## src/rtl/ascon_sbox_iter.sv

```systemverilog
// rtl/ascon_sbox_iter.sv - iterative bitsliced Ascon S-box layer over a 5-lane state
module ascon_sbox_iter #(
   parameter int LANE_W  = 64,
   parameter int SLICE_W = 16
) (
   input  logic              clk,
   input  logic              rst_n,
   input  logic              in_valid,
   output logic              in_ready,
   input  logic [LANE_W-1:0] x0_in,
   input  logic [LANE_W-1:0] x1_in,
   input  logic [LANE_W-1:0] x2_in,
   input  logic [LANE_W-1:0] x3_in,
   input  logic [LANE_W-1:0] x4_in,
   output logic              out_valid,
   input  logic              out_ready,
   output logic [LANE_W-1:0] x0_out,
   output logic [LANE_W-1:0] x1_out,
   output logic [LANE_W-1:0] x2_out,
   output logic [LANE_W-1:0] x3_out,
   output logic [LANE_W-1:0] x4_out,
   output logic              busy
);

   localparam int NSTEP = LANE_W / SLICE_W;
   localparam int CNT_W = (NSTEP > 1) ? $clog2(NSTEP) : 1;

   typedef enum logic [1:0] {IDLE, RUN, DONE} state_t;

   state_t             state_q, state_d;
   logic [CNT_W-1:0]   cnt;
   logic [LANE_W-1:0]  s0, s1, s2, s3, s4;
   logic [LANE_W-1:0]  n0, n1, n2, n3, n4;
   logic [SLICE_W-1:0] sl0, sl1, sl2, sl3, sl4;
   logic [SLICE_W-1:0] t0, t1, t2, t3, t4;
   logic [SLICE_W-1:0] c0, c1, c2, c3, c4;
   logic [SLICE_W-1:0] sb0, sb1, sb2, sb3, sb4;
   logic               accept;
   logic               last_step;

   assign accept    = in_valid & in_ready;
   assign last_step = (cnt == CNT_W'(NSTEP - 1));

   // Pick the column slice addressed by the step counter (constant slices, one per step).
   always_comb begin
      sl0 = '0;
      sl1 = '0;
      sl2 = '0;
      sl3 = '0;
      sl4 = '0;
      for (int k = 0; k < NSTEP; k++) begin
         if (cnt == CNT_W'(k)) begin
            sl0 = s0[k*SLICE_W +: SLICE_W];
            sl1 = s1[k*SLICE_W +: SLICE_W];
            sl2 = s2[k*SLICE_W +: SLICE_W];
            sl3 = s3[k*SLICE_W +: SLICE_W];
            sl4 = s4[k*SLICE_W +: SLICE_W];
         end
      end
   end

   // Bitsliced chi form of the Ascon S-box: xor-in, and-not, xor-out, invert lane 2.
   always_comb begin
      t0  = sl0 ^ sl4;
      t1  = sl1;
      t2  = sl2 ^ sl1;
      t3  = sl3;
      t4  = sl4 ^ sl3;
      c0  = t0 ^ (~t1 & t2);
      c1  = t1 ^ (~t2 & t3);
      c2  = t2 ^ (~t3 & t4);
      c3  = t3 ^ (~t4 & t0);
      c4  = t4 ^ (~t0 & t1);
      sb0 = c0 ^ c4;
      sb1 = c1 ^ c0;
      sb2 = ~c2;
      sb3 = c3 ^ c2;
      sb4 = c4;
   end

   // Merge the substituted slice back; all other columns keep their value.
   always_comb begin
      n0 = s0;
      n1 = s1;
      n2 = s2;
      n3 = s3;
      n4 = s4;
      for (int k = 0; k < NSTEP; k++) begin
         if (cnt == CNT_W'(k)) begin
            n0[k*SLICE_W +: SLICE_W] = sb0;
            n1[k*SLICE_W +: SLICE_W] = sb1;
            n2[k*SLICE_W +: SLICE_W] = sb2;
            n3[k*SLICE_W +: SLICE_W] = sb3;
            n4[k*SLICE_W +: SLICE_W] = sb4;
         end
      end
   end

   // FSM state register.
   always_ff @(posedge clk or negedge rst_n) begin
      if (!rst_n) begin
         state_q <= IDLE;
      end else begin
         state_q <= state_d;
      end
   end

   // Next state and handshake outputs; in_ready depends only on state and out_ready.
   always_comb begin
      state_d   = state_q;
      in_ready  = 1'b0;
      out_valid = 1'b0;
      busy      = 1'b1;
      case (state_q)
         IDLE: begin
            in_ready = 1'b1;
            busy     = 1'b0;
            if (in_valid) state_d = RUN;
         end
         RUN: begin
            if (last_step) state_d = DONE;
         end
         DONE: begin
            out_valid = 1'b1;
            in_ready  = out_ready;
            if (out_ready) state_d = in_valid ? RUN : IDLE;
         end
         default: begin
            state_d = IDLE;
         end
      endcase
   end

   // Lane registers and step counter: load on accept, substitute one slice per RUN cycle.
   always_ff @(posedge clk or negedge rst_n) begin
      if (!rst_n) begin
         cnt <= '0;
         s0  <= '0;
         s1  <= '0;
         s2  <= '0;
         s3  <= '0;
         s4  <= '0;
      end else if (accept) begin
         cnt <= '0;
         s0  <= x0_in;
         s1  <= x1_in;
         s2  <= x2_in;
         s3  <= x3_in;
         s4  <= x4_in;
      end else if (state_q == RUN) begin
         cnt <= last_step ? '0 : cnt + 1'b1;
         s0  <= n0;
         s1  <= n1;
         s2  <= n2;
         s3  <= n3;
         s4  <= n4;
      end
   end

   assign x0_out = s0;
   assign x1_out = s1;
   assign x2_out = s2;
   assign x3_out = s3;
   assign x4_out = s4;

endmodule
```

## config.mk

```make
export PLATFORM = sky130hd
export DESIGN_NAME = ascon_sbox_iter
export DESIGN_NICKNAME = d
export VERILOG_FILES = /design/src/rtl/ascon_sbox_iter.sv
export SDC_FILE = /design/constraint.sdc
export NUM_CORES = 1
export LEC_CHECK = 0
export CAP_MARGIN = 10
export CORE_AREA = 2 2 251 253
export CTS_CLUSTER_SIZE = 30
export DETAILED_ROUTE_END_ITERATION = 8
export DIE_AREA = 0 0 253 255
export PLACE_DENSITY = 0.54
export SLEW_MARGIN = 25
export SYNTH_ARGS = -nofsm -noshare
export SYNTH_HDL_FRONTEND = slang
export SYNTH_SLANG_ARGS = --single-unit
```

## constraint.sdc

```tcl
create_clock -name clk -period 4.2 [get_ports clk]
set_input_delay 0.84 -clock clk [delete_from_list [all_inputs] [get_ports clk]]
set_output_delay 0.84 -clock clk [all_outputs]
set_load 0.03 [all_outputs]
```

# [After elaboration in Yosys (flattened, before gate mapping)]
# Cells that the tools add are included.
[totals] reg_bits=324 inputBits=324 out_inout_bits=323 wordCells=127
[op_classes] add_sub_neg=1 eq_ne=8 muxes=61 bitwise_logic=23 reduce_logical=12
[ops] op="2-to-1 mux 16 bit" count=40
[ops] op="2-to-1 mux 64 bit" count=10
[ops] op="XOR 16 bit" count=11
[ops] op="NOT 16 bit" count=6
[ops] op="bitwise AND 16 bit" count=5
[ops] op="2-to-1 mux 2 bit" count=6
[ops] op="nonzero test 2 bit" count=5
[ops] op="AND reduction 2 bit" count=4
[ops] op="equality test 2 bit (second input constant)" count=3
[ops] op="!= test 2 bit (second input constant)" count=3
[ops] op="case mux 2 bit (3 select lines)" count=1
[ops] op="equality test 2 x 1 -> 1 bit (second input constant)" count=2
[ops] op="logical NOT 2 bit" count=2
[ops] op="2-to-1 mux 1 bit" count=3
[ops] op="AND reduction 3 bit" count=1
[ops] op="adder 2 x 1 -> 2 bit (second input constant)" count=1
[ops] op="case mux 1 bit (2 select lines)" count=1
[ops] op="bitwise AND 1 bit" count=1

# [Logic depth before layout (Yosys ltp)]
# Gate-level depths: netlist (run 1).
[logic_depth] depth_word=13 depth_mapped=14 depth_no_buf=10

# [Least setup slack after synthesis (run 1)]
# No wires, ideal clock.
[synth_timing] path_kind="flip-flop to flip-flop" start="register cnt[0]" end="register s3[61] (netlist: x3_out[61])" setup_ns=0.136 arrival_time_ns=2.572 t_required_ns=4.064 setup_slack_ns=1.492 stages_incl_launch_ff=14 period_less_slack_ns=2.708 cell_sequence="dfrtp_1 > inv_1 > ha_1 > buf_4 > buf_2 > buf_1 > nand2_1 > o21ai_0 > a22o_1 > ha_1 > xnor2_1 > xor2_1 > xnor2_1 > o21ai_0"
[synth_via] elab_chain_cells=13
[synth_rtl] item="from (decl)" line_no="31" source="logic [CNT_W-1:0] cnt;"
[synth_rtl] item="from (signal assigned)" line_no="151" source="cnt <= last_step ? '0 : cnt + 1'b1;"
[synth_rtl] item="logical NOT 2 bit" line_no="52" source="if (cnt == CNT_W'(k)) begin"
[synth_rtl] item="2-to-1 mux 16 bit (4 in a row)" line_no="52"
[synth_rtl] item="XOR 16 bit" line_no="68" source="t4 = sl4 ^ sl3;"
[synth_rtl] item="NOT 16 bit" line_no="72" source="c3 = t3 ^ (~t4 & t0);"
[synth_rtl] item="bitwise AND 16 bit" line_no="72"
[synth_rtl] item="XOR 16 bit" line_no="72"
[synth_rtl] item="XOR 16 bit" line_no="77" source="sb3 = c3 ^ c2;"
[synth_rtl] item="2-to-1 mux 16 bit" line_no="89" source="if (cnt == CNT_W'(k)) begin"
[synth_rtl] item="2-to-1 mux 64 bit" line_no="150" source="end else if (state_q == RUN) begin"
[synth_rtl] item="2-to-1 mux 64 bit" line_no="143" source="end else if (accept) begin"
[synth_rtl] item="to (signal assigned)" line_no="148" source="s3 <= x3_in;"
[synth_rtl] item="to (signal assigned)" line_no="155" source="s3 <= n3;"
[synth_rtl] item="to (decl)" line_no="32" source="logic [LANE_W-1:0] s0, s1, s2, s3, s4;"
# Parallel ways exist; a longest one is shown, timed or not. The select of a mux whose other input is x is not followed.
# A chain may end at the register's enable or synchronous reset.

# [Worst setup path after layout (run 1)]
[layout_timing] start="register cnt[1]" end="register s3[53] (netlist: x3_out[53])"
# The elaborated chain is that of the path after synthesis.

==> results.sh, run 1 <==
export IMPL_ys_ff_latch=324
export IMPL_met3_usage_pct=5.14
export IMPL_async_reset_ff_share_pct=100
export IMPL_min_period_ps=3830
export IMPL_fin_setup_tns_ps=0
export IMPL_grt_busiest_layer="met2"
export IMPL_setup_viol=0
export IMPL_postLayoutCoreUtil_pct=43.9
export IMPL_gr_total_overflow=0
export IMPL_syn_avg_cell_area_um2=9.17
export IMPL_cts_htree_levels=2
export IMPL_grt_use_total_pct=30.3
export IMPL_numPortBuffers=646
export IMPL_die_h_um=255
export IMPL_syn_num_nets=2346
export IMPL_path_class="reg -> reg"
export IMPL_yosys_warnings=0
export IMPL_synth_ff_type="dfrtp_1"
export IMPL_syn_inst=1986
export IMPL_fin_skew_ps=31.0
export IMPL_start_util_pct=29.3
export IMPL_synth_xor_area_share_pct=6.60
export IMPL_start_kind="register"
export IMPL_grt_pass1_vias=19300
export IMPL_hp_class="in -> async"
export IMPL_gp_congestion=0.891
export IMPL_area_delta_synth_final_pct=49.8
export IMPL_clock_latency_ps=580
export IMPL_worst_pin_slew_ps=1070
export IMPL_synth_cell_types=38
export IMPL_crit_buf_inv=4
export IMPL_drc=0
export IMPL_met1_usage_pct=39.9
export IMPL_cts_root_buf="clkbuf_16"
export IMPL_timing_final_crit_share_pct=91.2
export IMPL_cts_tree="yes"
export IMPL_slew_violations=0
export IMPL_holdBufCountCts=0
export IMPL_yosysTopAreaCell="dfrtp_1"
export IMPL_clock_fmax_mhz=261
export IMPL_grt_setup_unrepaired="false"
export IMPL_worstPathArrival_ps=4230
export IMPL_endpoint_kind="register"
export IMPL_synth_compound_area_share_pct=32.8
export IMPL_viasPerCell=5.68
export IMPL_synth_area_mm2=0.0182
export IMPL_synth_edf_count=0
export IMPL_status="finished clean"
export IMPL_synth_seq_area_share_pct=44.5
export IMPL_rows=92
export IMPL_slowest_delay_ps=800
export IMPL_required_ps=4600
export IMPL_numCtsBuffers=39
export IMPL_hold_viol_final=0
export IMPL_vias=19500
export IMPL_yosys_mux_area_fraction_pct=0.886
export IMPL_yosys_area_top_type_share_pct=44.5
export IMPL_core_area_mm2=0.0622
export IMPL_synthTopCellsByArea="dfrtp_1 (45%), a22oi_1 (10%), o21ai_0 (8.2%)"
export IMPL_cp_cell_sequence="inv_1 -> ha_4 -> buf_4 -> buf_4 -> o21ai_0 -> a22oi_1 -> buf_4 -> ha_1 -> xnor2_1 -> xor2_1 -> xnor2_1 -> o21ai_0"
export IMPL_postCtsSetupBuffers=0
export IMPL_antenna_found_initial=8
export IMPL_reg2reg_slack_ps=370
export IMPL_synth_top_family_by_area="compound AO/OA/AOI/OAI gates"
export IMPL_grt_max_degree=116
export IMPL_cp_top_family="XOR/XNOR gates"
export IMPL_timing_slew_headroom_pct=28.4
export IMPL_dieWidth_um=253
export IMPL_drt_first_pass_iters=6
export IMPL_clock_sinks=324
export IMPL_drive_gt1_share_pct=7.63
export IMPL_synthAdderAreaFrac_pct=2.47
export IMPL_ant_nets=0
export IMPL_num_fill_cells=6058
export IMPL_crit_path_max_fanout=27
export IMPL_met2_usage_pct=49.6
export IMPL_dpl_hpwl_mm=77.5
export IMPL_drt_initial_drc_count=1825
export IMPL_crit_top_cell="buf_4"
export IMPL_max_cap_viol_count=0
export IMPL_routedWlPerCell_um=29.5
export IMPL_clk_pin_slew_ps=70
export IMPL_routed_wl_mm=101
export IMPL_dieArea_mm2=0.0645
export IMPL_grt_first_pass_wirelength_mm=141
export IMPL_finalNetCount=2952
export IMPL_io_pins=647
export IMPL_crit_slowest_cell="xnor2_1"
export IMPL_synth_simple_area_share_pct=7.76
export IMPL_cts_max_path_buffers=3
export IMPL_cts_resized=0
path summary, 6_finish.rpt:
path / start / to / cells after the start
setup / recovery: cnt[1] / x3_out[53] / 12
hold / removal: rst_n / x0_out[15] / 1
setup reg to reg: cnt[1] / x3_out[53] / 12
hold reg to reg: x0_out[56] / x0_out[56] / 2
max in group asynchronous: rst_n / x3_out[55] / 2
min in group clk: x0_out[56] / x0_out[56] / 2
state kept, by name (all words and copies together) (netlist names):
signal,flops
x3_out,64
x4_out,64
x0_out,64
state_q,2
cnt,2
x1_out,64
x2_out,64
synthesized netlist by cell type (16+ instances only):
master,number
nor2_1,76
a22o_1,16
xnor3_1,16
o21ai_1,57
a22oi_1,244
o21ai_0,300
xnor2_1,48
dfrtp_1,324
nor3_1,17
o211a_1,31
a21oi_1,195
nor3b_1,17
inv_1,51
and2_1,16
nand2_1,180
clkbuf_1,104
ha_1,36
xor2_1,48
o22ai_1,45
buf_2,41
cell type report:
type                    instances  area [µm²]  area share, %
flip-flops and latches        324        8110           29.7
well taps                     799        1000           3.66
clock buffers                  52        1110           4.05
diodes                         10        25.0         0.0917
repair buffers                731        7280           26.7
inverters                      52         195          0.715
multi-input cells            1444        9360           34.3
clock inverters                17         209          0.766
per-layer routing:
| metal | vias to the layer above | routed length [µm] |
|---|---|---|
| li1 | 8536 | - |
| met1 | 9728 | 42100 |
| met2 | 1037 | 47600 |
| met3 | 174 | 7210 |
| met4 | 0 | 4160 |
| met5 | - | 0 |
cell families (layout without fill, tap and decap cells):
kind of cell               after synthesis  count (layout)
other                                    0              10
DFF                                    324             324
buffers and inverters                  218             852
and+or+nand+nor                        328             328
adders and majority gates               36              36
muxes                                   16              16
xor gates and xnor gates               112             112
AOI/OAI and AO/OA                      952             952
worst register-to-register path, cell delays in order (launching register included):
cell	delay, ps
dfrtp_1	450
inv_1	200
ha_4	380
buf_4	320
buf_4	180
o21ai_0	80
a22oi_1	270
buf_4	210
ha_1	240
xnor2_1	240
xor2_1	120
xnor2_1	800
o21ai_0	180
per-stage QoR:
| stage | worst slack, ps | area (µm²) | hold slack (ps) | cells |
|---|---|---|---|---|
| detailed placement | 396 | 25900 | 531 | 3350 |
| CTS | 375 | 27300 | 283 | 3419 |
| global route | 164 | 27300 | 310 | 3427 |
| floorplan | 1490 | 18200 | 472 | 1986 |
| finish | 371 | 27300 | 276 | 3429 |
| global placement | 460 | 25900 | 520 | 3350 |
cells in the final DEF (no fill, tap or decap), drive strengths merged, types with 2 or more instances in the layout:
cell type | netlist | layout
o22ai | 45 | 45
a211oi | 17 | 17
xnor3 | 16 | 16
o211a | 31 | 31
nor2b | 4 | 4
clkbuf | 104 | 52
clkdlybuf4s50 | 0 | 645
buf | 62 | 86
o211ai | 15 | 15
ha | 36 | 36
mux2i | 15 | 15
dfrtp | 324 | 324
bufinv | 0 | 4
xor2 | 48 | 48
clkinvlp | 0 | 2
xnor2 | 48 | 48
o22a | 15 | 15
a22o | 16 | 16
nor2 | 76 | 76
o21ai | 357 | 357
a21oi | 195 | 195
nor3b | 17 | 17
and2 | 16 | 16
nor3 | 17 | 17
inv | 52 | 54
clkinv | 0 | 9
nand2 | 180 | 180
or2 | 16 | 16
a22oi | 259 | 259
diode | 0 | 10
Power of run 1 is not shown: default switching activity piles up to over one toggle a cycle in this logic, so the estimate is an artifact.
==> inputs of run 2 (changes only) <==
--- a/config.mk
+++ b/config.mk
@@ -5,12 +5,14 @@
 export SDC_FILE = /design/constraint.sdc
 export NUM_CORES = 1
 export LEC_CHECK = 0
+export ABC_CLOCK_PERIOD_IN_PS = 4200
 export CAP_MARGIN = 10
 export CORE_AREA = 2 2 251 253
 export CTS_CLUSTER_SIZE = 30
 export DETAILED_ROUTE_END_ITERATION = 8
 export DIE_AREA = 0 0 253 255
 export PLACE_DENSITY = 0.54
+export RECOVER_POWER = 50
 export SLEW_MARGIN = 25
 export SYNTH_ARGS = -nofsm -noshare
 export SYNTH_HDL_FRONTEND = slang
==> results.sh, run 2 (synthesis results as in run 1) <==
export IMPL_dieWidth_um=253
export IMPL_cp_cell_sequence="ha_4 -> buf_12 -> buf_4 -> a21oi_1 -> a22oi_2 -> ha_1 -> xnor2_1 -> xor2_1 -> xnor2_1 -> o21ai_0"
export IMPL_area_delta_synth_final_pct=49.5
export IMPL_failed_checks="capacitance limit, slew limit"
export IMPL_antenna_found_initial=8
export IMPL_clock_fmax_mhz=260
export IMPL_required_ps=4600
export IMPL_min_period_ps=3850
export IMPL_grt_first_pass_wirelength_mm=141
export IMPL_met3_usage_pct=5.14
export IMPL_postCtsSetupBuffers=0
export IMPL_worst_pin_slew_ps=2230
export IMPL_holdBufCountCts=0
export IMPL_hold_depth=1
export IMPL_crit_path_max_fanout=52
export IMPL_slowest_delay_ps=810
export IMPL_grt_use_total_pct=30.3
export IMPL_start_util_pct=29.3
export IMPL_cts_resized=0
export IMPL_clock_latency_ps=580
export IMPL_cp_top_family="XOR/XNOR gates"
export IMPL_grt_pass1_vias=19300
export IMPL_max_cap_viol_count=4
export IMPL_r2r_start="cnt[0]"
export IMPL_rows=92
export IMPL_die_h_um=255
export IMPL_final_cell_mix="clkdlybuf4s50_1 (488), dfrtp_1 (324), o21ai_0 (299)"
export IMPL_met2_usage_pct=49.6
export IMPL_gr_total_overflow=0
export IMPL_drt_first_pass_iters=6
export IMPL_endpoint_kind="register"
export IMPL_hp_class="reg -> reg"
export IMPL_clock_sinks=324
export IMPL_reg2reg_depth=10
export IMPL_crit_top_cell="xnor2_1"
export IMPL_drc=0
export IMPL_numCtsBuffers=39
export IMPL_ant_nets=0
export IMPL_io_pins=647
export IMPL_start_kind="register"
export IMPL_dieArea_mm2=0.0645
export IMPL_clk_pin_slew_ps=60
export IMPL_timing_final_crit_share_pct=91.7
export IMPL_seqCellArea_mm2=0.00811
export IMPL_reg2reg_slack_ps=350
export IMPL_drt_initial_drc_count=1723
export IMPL_viasPerCell=5.68
export IMPL_grt_busiest_layer="met2"
export IMPL_finalNetCount=2952
export IMPL_fin_skew_ps=32.5
export IMPL_path_class="reg -> reg"
export IMPL_cts_tree="yes"
export IMPL_crit_slowest_cell="xnor2_1"
export IMPL_routedWlPerCell_um=29.4
export IMPL_multi_input_area_mm2=0.00935
export IMPL_routed_wl_mm=101
export IMPL_status="complete, but fails checks"
export IMPL_num_fill_cells=6067
export IMPL_numPortBuffers=646
export IMPL_crit_buf_inv=2
export IMPL_dpl_hpwl_mm=77.5
export IMPL_grt_max_degree=116
export IMPL_core_area_mm2=0.0622
export IMPL_cts_htree_levels=2
export IMPL_grt_setup_unrepaired="false"
export IMPL_met1_usage_pct=39.9
export IMPL_timing_rr_end="x3_out[53]"
export IMPL_vias=19500
export IMPL_gp_congestion=0.891
export IMPL_slew_violations=145
export IMPL_hold_viol_final=0
export IMPL_cts_max_path_buffers=3
export IMPL_hold_slack_ps=534
export IMPL_cts_root_buf="clkbuf_16"
export IMPL_min_from="state_q[1]"
export IMPL_fin_setup_tns_ps=0
export IMPL_setup_viol=0
export IMPL_drive_gt1_share_pct=7.44
export IMPL_timing_slew_headroom_pct=-49.0
export IMPL_final_common_cell="clkdlybuf4s50_1"
export IMPL_min_to="state_q[0]"
export IMPL_worstPathArrival_ps=4250
-- run 2: cell count changes in the layout (fill, tap and decap cells not counted), sizes merged --
cell,before,now
dlygate4sd3,0,157
clkbuf,52,59
diode,10,12
clkdlybuf4s50,645,488
buf,86,79
-- run 2: per-layer routing --
| layer | share of wire [%] | up-vias |
|---|---|---|
| li1 | - | 8538 |
| met5 | 0 | - |
| met1 | 42 | 9771 |
| met3 | 7.0 | 177 |
| met2 | 47 | 1016 |
| met4 | 4.2 | 0 |
-- run 2: worst max path at each step --
stage / startpoint / to / slack (ps) / cells after the start
floorplan: cnt[0] / x3_out[61] / 1490 / 13
global placement: cnt[1] / x3_out[21] / 460 / 12
detailed placement: cnt[1] / x3_out[21] / 400 / 12
CTS: cnt[1] / x3_out[21] / 370 / 12
global route: cnt[1] / x3_out[37] / 160 / 12
finish: cnt[0] / x3_out[53] / 350 / 10
-- run 2: area by class of cell --
cell class	count	area share, %
tap	799	3.67
antenna	12	0.110
inverter	52	0.717
timing repair buffer	731	26.6
clock buffer	52	4.06
clock inverter	17	0.767
sequential	324	29.8
multi-input combinational	1444	34.3
-- run 2: per-stage QoR --
| step | worst slack, ps | utilization [%] | std cells | area (µm²) |
|---|---|---|---|---|
| after CTS | 375 | 43.9 | 3419 | 27300 |
| after detailed placement | 396 | 41.7 | 3350 | 25900 |
| after global routing | 164 | 43.8 | 3427 | 27200 |
| after global placement | 460 | 41.7 | 3350 | 25900 |
| final | 348 | 43.8 | 3431 | 27200 |
| after floorplan | 1490 | - | 1986 | 18200 |
Power of run 2 is left out for the same reason.
